==> config.mk <==
export PLATFORM = sky130hd
export DESIGN_NAME = bin_to_bcd_seq
export DESIGN_NICKNAME = d
export VERILOG_FILES = /design/src/rtl/bcd_pkg.sv /design/src/rtl/bcd_add3.sv /design/src/rtl/bin_to_bcd_seq.sv
export SDC_FILE = /design/constraint.sdc
export NUM_CORES = 1
export LEC_CHECK = 0
export CAP_MARGIN = 20
export CORE_ASPECT_RATIO = 1.25
export CORE_MARGIN = 2
export CORE_UTILIZATION = 40
export CTS_CLUSTER_SIZE = 30
export DETAILED_ROUTE_END_ITERATION = 8
export GPL_TIMING_DRIVEN = 0
export PLACE_DENSITY = 0.66
export SLEW_MARGIN = 0
export SYNTH_ARGS = -nofsm -noshare
export SYNTH_HDL_FRONTEND = slang
export SYNTH_SLANG_ARGS = --single-unit
==> constraint.sdc <==
create_clock -name clk -period 3.9 [get_ports clk]
set_input_delay 0.78 -clock clk [delete_from_list [all_inputs] [get_ports clk]]
set_output_delay 0.78 -clock clk [all_outputs]
set_load 0.03 [all_outputs]
==> src/rtl/bcd_pkg.sv <==
// rtl/bcd_pkg.sv - shared encodings and constants for the sequential binary-to-BCD converter
//
// Contents:
//   DIGIT_W   - width of one packed BCD digit
//   BCD_BLANK - digit code the display decoder renders dark
//   state_e   - converter FSM states ST_IDLE / ST_SHIFT / ST_DONE

package bcd_pkg;

    localparam int DIGIT_W = 4;

    localparam logic [DIGIT_W-1:0] BCD_BLANK = 4'hF;

    typedef enum logic [1:0] {
        ST_IDLE  = 2'd0,
        ST_SHIFT = 2'd1,
        ST_DONE  = 2'd2
    } state_e;

endpackage

==> src/rtl/bcd_add3.sv <==
// rtl/bcd_add3.sv - combinational add-3 correction cell for one BCD digit
//
// Ports:
//   din  - scratch digit before the shift
//   dout - din + 3 when din >= 5, else din unchanged

module bcd_add3
    import bcd_pkg::*;
(
    input  logic [DIGIT_W-1:0] din,
    output logic [DIGIT_W-1:0] dout
);

    // A digit >= 5 would become >= 10 after the doubling shift; adding 3
    // first makes the shift carry cleanly into the next digit.
    assign dout = (din >= 4'd5) ? (din + 4'd3) : din;

endmodule

==> src/rtl/bin_to_bcd_seq.sv <==
// rtl/bin_to_bcd_seq.sv - sequential shift-add-3 binary-to-BCD converter, one bit per clock
//
// Parameters:
//   W      - width of the binary input
//   DIGITS - number of BCD digits produced (>= 1)
//
// Ports:
//   clk      - rising-edge clock
//   rst_n    - asynchronous active-low reset; aborts any conversion
//   start    - launch a conversion of bin_in; only sampled in IDLE or DONE
//   bin_in   - unsigned binary value captured on the accepted start
//   busy     - high while bits are being shifted
//   done     - one-cycle pulse when bcd_out / overflow are updated
//   bcd_out  - packed BCD, digit 0 (units) in bits [3:0]; held until the next done
//   overflow - value did not fit in DIGITS digits (bcd_out is then value mod 10^DIGITS)
//
// Build option:
//   BCD_LEADING_BLANK_EN - when defined, digits above the most significant
//   nonzero digit are replaced by BCD_BLANK; digit 0 is never blanked.

module bin_to_bcd_seq
    import bcd_pkg::*;
#(
    parameter int W      = 16,
    parameter int DIGITS = 5
) (
    input  logic                      clk,
    input  logic                      rst_n,
    input  logic                      start,
    input  logic [W-1:0]              bin_in,
    output logic                      busy,
    output logic                      done,
    output logic [DIGIT_W*DIGITS-1:0] bcd_out,
    output logic                      overflow
);

    localparam int BCD_W = DIGIT_W * DIGITS;
    localparam int CNT_W = $clog2(W + 1);

    state_e             state_q,    state_d;
    logic [W-1:0]       shift_q,    shift_d;
    logic [BCD_W-1:0]   scratch_q,  scratch_d;
    logic [CNT_W-1:0]   count_q,    count_d;
    logic               ovf_acc_q,  ovf_acc_d;
    logic [BCD_W-1:0]   bcd_q,      bcd_d;
    logic               overflow_q, overflow_d;

    logic [BCD_W-1:0]   corrected;
    logic [BCD_W-1:0]   scratch_next;
    logic [W-1:0]       shift_next;
    logic               ovf_next;
    logic [BCD_W-1:0]   final_bcd;
    logic               load;

    // Add-3 correction on every scratch digit, ahead of the shift.
    for (genvar g = 0; g < DIGITS; g++) begin : g_add3
        bcd_add3 u_add3 (
            .din  (scratch_q[g*DIGIT_W +: DIGIT_W]),
            .dout (corrected[g*DIGIT_W +: DIGIT_W])
        );
    end

    // {scratch, shift} shifted left one bit; the bit leaving the top digit
    // is lost from the result and recorded as overflow.
    assign scratch_next = {corrected[BCD_W-2:0], shift_q[W-1]};
    assign shift_next   = shift_q << 1;
    assign ovf_next     = ovf_acc_q | corrected[BCD_W-1];

`ifdef BCD_LEADING_BLANK_EN
    logic blank_seen;

    // Scan from the top digit down; zeros are blanked until the first
    // nonzero digit. Digit 0 is excluded so a zero result still shows "0".
    always_comb begin
        blank_seen = 1'b0;
        final_bcd  = scratch_next;
        for (int d = DIGITS - 1; d >= 1; d--) begin
            if (!blank_seen && (scratch_next[d*DIGIT_W +: DIGIT_W] == '0)) begin
                final_bcd[d*DIGIT_W +: DIGIT_W] = BCD_BLANK;
            end else begin
                blank_seen = 1'b1;
            end
        end
    end
`else
    assign final_bcd = scratch_next;
`endif

    always_comb begin
        state_d    = state_q;
        shift_d    = shift_q;
        scratch_d  = scratch_q;
        count_d    = count_q;
        ovf_acc_d  = ovf_acc_q;
        bcd_d      = bcd_q;
        overflow_d = overflow_q;
        load       = 1'b0;

        unique case (state_q)
            ST_IDLE: begin
                load = start;
            end
            ST_SHIFT: begin
                shift_d   = shift_next;
                scratch_d = scratch_next;
                ovf_acc_d = ovf_next;
                count_d   = count_q - CNT_W'(1);
                // count_q == 1 means this cycle shifts the last input bit,
                // so the result registers are loaded on the way into DONE.
                if (count_q == CNT_W'(1)) begin
                    state_d    = ST_DONE;
                    bcd_d      = final_bcd;
                    overflow_d = ovf_next;
                end
            end
            ST_DONE: begin
                // Accepting start here gives back-to-back conversions.
                load    = start;
                state_d = ST_IDLE;
            end
            default: begin
                state_d = ST_IDLE;
            end
        endcase

        if (load) begin
            state_d   = ST_SHIFT;
            shift_d   = bin_in;
            scratch_d = '0;
            count_d   = CNT_W'(W);
            ovf_acc_d = 1'b0;
        end
    end

    always_ff @(posedge clk or negedge rst_n) begin
        if (!rst_n) begin
            state_q    <= ST_IDLE;
            shift_q    <= '0;
            scratch_q  <= '0;
            count_q    <= '0;
            ovf_acc_q  <= 1'b0;
            bcd_q      <= '0;
            overflow_q <= 1'b0;
        end else begin
            state_q    <= state_d;
            shift_q    <= shift_d;
            scratch_q  <= scratch_d;
            count_q    <= count_d;
            ovf_acc_q  <= ovf_acc_d;
            bcd_q      <= bcd_d;
            overflow_q <= overflow_d;
        end
    end

    assign busy     = (state_q == ST_SHIFT);
    assign done     = (state_q == ST_DONE);
    assign bcd_out  = bcd_q;
    assign overflow = overflow_q;

endmodule

# Word-level counts from Yosys, hierarchy flattened
# Cells that the tools add are included.
# totals
latch_bits	0
elab_cells	46
input_bits	19
ram_bits	0
memories	0
output_inout_bits	23
register_bits	65
rom_bits	0
# op_classes
n_bitwise	1
div_mod_pow	0
n_mux	17
order_cmp	5
multipliers	0
add_sub_neg	6
eq_ne	5
shifts	0
n_reduce_logical	5
# op_table
op	count
20-bit two-way mux	2
16-bit two-way mux	2
4-bit by 2-bit adder with 4-bit output (second input constant)	5
4-bit by 3-bit greater-or-equal comparator with 1-bit output (second input constant)	5
4-bit two-way mux	5
5-bit two-way mux	2
5-bit by 1-bit equality test with 1-bit output (second input constant)	1
5-bit by 1-bit subtractor with 5-bit output (second input constant)	1
2-bit two-way mux	2
2-bit case mux with 2 select lines	1
2-bit AND reduction	2
1-bit two-way mux	3
3-bit by 1-bit != test with 1-bit output (second input constant)	1
2-bit by 1-bit equality test with 1-bit output (second input constant)	1
2-bit equality test (second input constant)	1
2-bit logical NOT	1
2-bit != test (second input constant)	1
2-bit nonzero test	1
2-bit OR reduction	1
1-bit bitwise OR	1

# Longest topological paths before layout
# Gate-level depths: netlist of the first run.
# logic_depth
ltp_word	5
depth_mapped	8
ltp_nobuf	7

# Modules after synthesis
# From an unflattened synthesis of the first run, not the netlist that was laid out.
# unflattened
cells_unflattened	278
area_unflattened_um2	3136.8
# by_module_without_submodules
mod	seq_area_each_um2	area_per_inst_um2	instances	cells_per_inst
bin_to_bcd_seq	1626.6	2630.0	1	198
bcd_add3	0.0	101.3	5	16

# Least setup slack after synthesis of the first run
# Ideal clock, no wire load.
# synth_path
path_type	reg2out
startpoint	register state_q[1]
endpoint	output busy
t_required_ps	3120
setup_slack_ps	2171
t_arrival_ps	949
stages_incl_launch_ff	5
path_buffers	2
cell_sequence	dfrtp_1 nand2b_1 buf_6 inv_4 buf_2
# synth_between
elab_chain_cells	1
# synth_rtl
element	line_no	text
from (decl)	bin_to_bcd_seq.sv:40	state_e state_q, state_d;
from (signal assigned)	bin_to_bcd_seq.sv:145	state_q <= state_d;
2-bit by 1-bit equality test with 1-bit output	bin_to_bcd_seq.sv:155	assign busy = (state_q == ST_SHIFT);
to (decl)	bin_to_bcd_seq.sv:31	output logic busy,
# No other way between the ends.

# Final worst setup path of the first run
# Ends and elaborated chain as after synthesis.

==> flow_summary.ini, run 1 <==
[run_status]
status = complete, no violations

[finish]
final_cell_mix = dfrtp_1, nand2_1, clkdlybuf4s50_1
nFillCells = 697
num_antenna_cells = 0
multi_input_area_mm2 = 0.001295
layout_commonest_cell = dfrtp_1
drive_gt1_share_pct = 10.80
seq_area_mm2 = 0.001627
syn2layout_area_growth_pct = 22.66
utilization_pct = 50.97
finalNetCount = 378

[global_routing]
grt_pass1_vias = 2276
grt_pass1_wl_mm = 11.01
gr-total-overflow = 0
grt_usage_pct = 17.29
grt_max_degree = 66
antenna_found_initial = 0

[setup_path]
crit_fanout = 10
start_kind = register
cp_data_arrival_time_ns = 2.05
reg2reg_depth = 7
rr_startpoint = count_q[1]$_DFFE_PN0P_
r2r-end = bcd_out[2]$_DFFE_PN0P_
ff2ff_setup_slack_ns = 2.22
required_ns = 3.12
cp-end-kind = primary output
path_class = register to primary output
startpoint = state_q[1]$_DFFE_PN0P_

[clocking]
cts_resized = 0
clk_pin_slew_ns = 0.06
cts_tree = done
holdBufCountCts = 0
cts_buffers = 9
htreeDepth = 3
cts_setup_buffers = 0
cts_sinks = 65
clockBufferDepth = 2
insertion_delay_ns = 0.33
root_buffer = clkbuf_8

[sta]
maxClockFrequency_ghz = 0.3531
finClkSkew_ns = 0.005563
worst_pin_slew_ns = 0.8218
slew_headroom_pct = 45.21
hold_slack_ns = 0.4789
drv_slew = 0
setup_violations = 0
rsz0062_at_grt = no
finalCriticalPeriod_ns = 2.832
fin_crit_sh_pct = 72.62
hold_violations = 0

[min_path]
worstHoldEndpoint = shift_q[11]$_DFFE_PN0P_
min_path_type = register to register
hp-start = shift_q[11]$_DFFE_PN0P_
worstHoldPathCells = 2

[route]
dr.pass1.iters = 4
avgRoutedWirePerCell_um = 14.73
drt_iter0_markers = 118
post-route-drc-count = 0
vias_per_cell = 5.227
antenna_left = 0
route.vias.total = 2321
drt_wl_total_mm = 6.538

[logic_synthesis]
synth_compound_area_share_pct = 14.85
synth_area_mm2 = 0.003075
synth_top_family_by_area = simple AND/OR/NAND/NOR gates
netlist_instances = 295
synth_fa_ha_area_share_pct = 4.882
syn-num-nets = 326
synth-simple-area-share_pct = 15.54
yosys_warnings = 0
ys_ff_latch = 65
seq_area_frac_synth_pct = 52.89
synth_cell_types = 32
synth_area_per_cell_um2 = 10.43
synthXorXnorAreaFrac_pct = 1.424
muxShareOfSynthArea_pct = 5.411

[floorplanning]
die_w_um = 82.43
core_mm2 = 0.007401
start_util_pct = 41.56
die_h_um = 102.0
dieArea_mm2 = 0.008410
rows = 35
io_pins = 42

[placed_design]
gp_congestion = 0.7301
port_buffers = 41
dpl.hpwl_mm = 4.468

[pwr]
p_leak_nw = 1.720
vdd_drop_max_mv = 0.4411
powerDensity_mw_per_mm2 = 901.9

[job]
drv_cap = 0
report_power, final:
group | internal [mW] | leakage (nW) | switching, mW
clock | 0.263 | 0.0932 | 0.243
combinational | 0.734 | 0.821 | 0.919
sequential | 0.990 | 0.805 | 0.253
kinds of logic after synthesis:
logic type	count (synthesis)
flops	65
fa+ha+maj	12
xor+xnor	5
buf+inv	28
mux	13
simple gates	97
compound gates	75
worst max path at each step:
| stage | endpoint | slack [ns] | depth (start not counted) |
|---|---|---|---|
| floorplan | busy | 2.17 | 4 |
| global placement | shift_q[11]$_DFFE_PN0P_ | -0.17 | 1 |
| detailed placement | busy | 1.40 | 5 |
| CTS | busy | 1.04 | 5 |
| global route | busy | 0.99 | 5 |
| finish | busy | 1.07 | 5 |
stage by stage:
step | power (mW) | std cells | TNS [ns] | setup WS [ns] | area (um2)
3_3_place_gp | 2.858 | 428 | -10.90 | -0.1719 | 3601
4_1_cts | 3.444 | 444 | 0 | 1.035 | 3772
3_5_place_dp | 2.921 | 428 | 0 | 1.404 | 3598
2_1_floorplan | 2.374 | 295 | 0 | 2.171 | 3075
5_1_grt | 3.683 | 444 | 0 | 0.9867 | 3772
6_report | 3.402 | 444 | 0 | 1.068 | 3772
critical path, cell delays in order (launching register included):
cell,delay [ns]
dfrtp_1,0.37
nand2b_1,0.15
buf_6,0.15
inv_4,0.08
buf_2,0.26
clkdlybuf4s50_1,0.72
state kept, by name (all words and copies together) (netlist names):
signal	count
ovf_acc_q	1
shift_q	16
scratch_q	20
state_q	2
bcd_out	20
count_q	5
overflow	1
layer usage:
layer,part of all wire [%],global-route usage (%)
met3,3.9,3.357
met2,48,27.85
met4,1.8,6.923
met5,0,0
met1,46,22.75
layout make-up:
cell class	count	share of cell area, %
sequential	65	43.12
multi-input combinational	202	34.33
timing repair buffer	41	10.81
clock buffer	13	4.212
tap	92	3.051
buffer	14	2.488
inverter	14	1.592
clock inverter	3	0.3980
cells in the mapped netlist (all sizes together):
cell	count	area, um2
mux2i	5	50.05
o31ai	1	7.510
xnor2	5	43.79
nand2	60	235.2
clkbuf	4	15.01
a22oi	15	112.6
nor3	5	25.02
dfrtp	65	1627
nor2	2	7.510
nor2b	2	12.51
nor4b	1	23.77
o21ai	33	165.2
or4	2	15.01
nand2b	7	43.79
mux2	8	116.4
clkinv	1	8.760
a2bb2oi	1	8.760
inv	13	51.30
nand3	8	40.04
ha	12	150.1
a21oi	15	75.07
a22o	10	87.58
nor3b	10	75.07
buf	10	78.82
Power figures use the tool's default switching activity.
==> inputs of run 2 (changes only) <==
--- a/config.mk
+++ b/config.mk
@@ -12,7 +12,7 @@
 export CTS_CLUSTER_SIZE = 30
 export DETAILED_ROUTE_END_ITERATION = 8
 export GPL_TIMING_DRIVEN = 0
-export PLACE_DENSITY = 0.66
+export PLACE_DENSITY = 0.69
 export SLEW_MARGIN = 0
 export SYNTH_ARGS = -nofsm -noshare
 export SYNTH_HDL_FRONTEND = slang
==> constraint.sdc (replaced) <==
create_clock -name clk -period 2.39 [get_ports clk]
set_input_delay 0.478 -clock clk [delete_from_list [all_inputs] [get_ports clk]]
set_output_delay 0.478 -clock clk [all_outputs]
set_load 0.03 [all_outputs]
==> run 2 against run 1 <==
Effect of this change: critical path depth unchanged; largest power group unchanged; final area decreased by 0.37%; highest routed layer unchanged; sequential cell count unchanged; setup slack got worse by 0.96 ns; total power increased by 62%; sequential share of layout area increased by 0.16 points; clock power increased by 59%; global-route usage increased by 0.56 points; first-iteration DRC count increased by 42%.
==> flow_summary.ini, run 2 (synthesis results as in run 1) <==
[sta]
rsz0062_at_grt = no
hold_violations = 0
worst_pin_slew_ns = 0.8264
final.setup.tns_ns = 0
setup_violations = 0
maxClockFrequency_ghz = 0.4379
finalCriticalPeriod_ns = 2.284
fin_crit_sh_pct = 95.55
slew_headroom_pct = 44.91
drv_slew = 0
finClkSkew_ns = 0.005838

[setup_path]
start_kind = register
crit_fanout = 10
path_class = register to primary output
cp-end-kind = primary output
required_ns = 1.91
cp_data_arrival_time_ns = 1.81

[global_routing]
grt_max_degree = 66
grt_pass1_wl_mm = 11.14
grt_pass1_vias = 2337
grt_usage_pct = 17.84
antenna_found_initial = 0
gr-total-overflow = 0

[run_status]
status = complete, no violations

[placed_design]
gp_congestion = 0.7700
dpl_cell_area_mm2 = 0.003598
port_buffers = 41
dpl.hpwl_mm = 4.450

[finish]
drive_gt1_share_pct = 10.83
final_cell_mix = dfrtp_1, nand2_1, clkdlybuf4s50_1
seq_area_mm2 = 0.001627
design_area_mm2 = 0.003759
syn2layout_area_growth_pct = 22.21
multi_input_area_mm2 = 0.001295
layout_commonest_cell = dfrtp_1
finalNetCount = 378
nFillCells = 688
num_antenna_cells = 0

[clocking]
htreeDepth = 3
cts_tree = done
insertion_delay_ns = 0.34
cts_setup_buffers = 0
clockBufferDepth = 2
clk_pin_slew_ns = 0.07
cts_resized = 1
holdBufCountCts = 0
cts_sinks = 65
cts_buffers = 9
root_buffer = clkbuf_8

[floorplanning]
io_pins = 42
dieArea_mm2 = 0.008410
start_util_pct = 41.56
die_h_um = 102.0
die_w_um = 82.43
rows = 35
core_mm2 = 0.007401

[route]
drt_wl_total_mm = 6.613
route.vias.total = 2344
vias_per_cell = 5.291
antenna_left = 0
avgRoutedWirePerCell_um = 14.93
drt_iter0_markers = 168
dr.pass1.iters = 4
post-route-drc-count = 0

[job]
drv_cap = 0

[pwr]
vdd_drop_max_mv = 0.6627
p_leak_nw = 1.715
powerDensity_mw_per_mm2 = 1469

[min_path]
min_path_type = input port to asynchronous set/reset pin
==> run 2: changes by cell type in the layout (fill, tap and decap cells not counted) <==
| cell | before | now |
|---|---|---|
| clkinv_2 | 3 | 4 |
| clkbuf_8 | 11 | 10 |
| clkdlybuf4s50_1 | 40 | 39 |
| clkbuf_1 | 6 | 5 |
| dlygate4sd2_1 | 0 | 1 |
==> run 2: worst paths after layout <==
kind	startpoint	to	slack (ns)	cells after the start
min in group clk	shift_q[5]$_DFFE_PN0P_	shift_q[5]$_DFFE_PN0P_	0.47	2
hold reg to reg	shift_q[5]$_DFFE_PN0P_	shift_q[5]$_DFFE_PN0P_	0.47	2
max in group asynchronous	rst_n	shift_q[11]$_DFFE_PN0P_	1.61	1
setup / recovery	state_q[1]$_DFFE_PN0P_	busy	0.11	5
hold / removal	rst_n	scratch_q[16]$_DFFE_PN0P_	0.21	1
setup reg to reg	scratch_q[0]$_DFFE_PN0P_	bcd_out[2]$_DFFE_PN0P_	0.72	6
==> run 2: critical path, stage by stage (launching register included) <==
cell and delay [ns]:
dfrtp_1 0.37, nand2b_1 0.16, buf_6 0.15, inv_4 0.09, buf_2 0.27, dlygate4sd2_1 0.43
==> run 2: cell type report <==
| cell class | instances | share of cell area (%) |
|---|---|---|
| Clock inverter | 4 | 0.5326 |
| Tap cell | 92 | 3.063 |
| Clock buffer | 11 | 3.762 |
| Sequential cell | 65 | 43.28 |
| Multi-Input combinational cell | 202 | 34.45 |
| Inverter | 14 | 1.598 |
| Buffer | 14 | 2.497 |
| Timing Repair Buffer | 41 | 10.82 |
==> run 2: power by group <==
group	internal (mW)	total, mW	switching, mW	leakage [nW]
combinational	1.19	2.69	1.50	0.821
clock	0.392	0.805	0.414	0.0887
sequential	1.62	2.03	0.410	0.805
total	3.20	5.52	2.33	1.72
==> run 2: stage by stage <==
stage               utilization (%)  worst slack [ns]  power (mW)  cells  hold slack (ns)
floorplan                         -            0.8906       3.874    295           0.1824
global placement              48.66            -1.342       4.666    428           0.4587
detailed placement            48.62            0.1658       4.765    428           0.4641
CTS                           50.79           0.07103       5.575    443           0.2584
global route                  50.79          0.002461       6.007    443           0.2917
finish                        50.79            0.1063       5.523    443           0.2148
==> run 2: metal layers <==
layer  vias to the layer above  track usage, %  share of wire, %
met2                        50           27.67                48
met3                        13           3.887               4.2
met1                      1158           23.38                45
met4                         0           9.103               2.5
li1                       1123               -                 -
met5                         -               0                 0
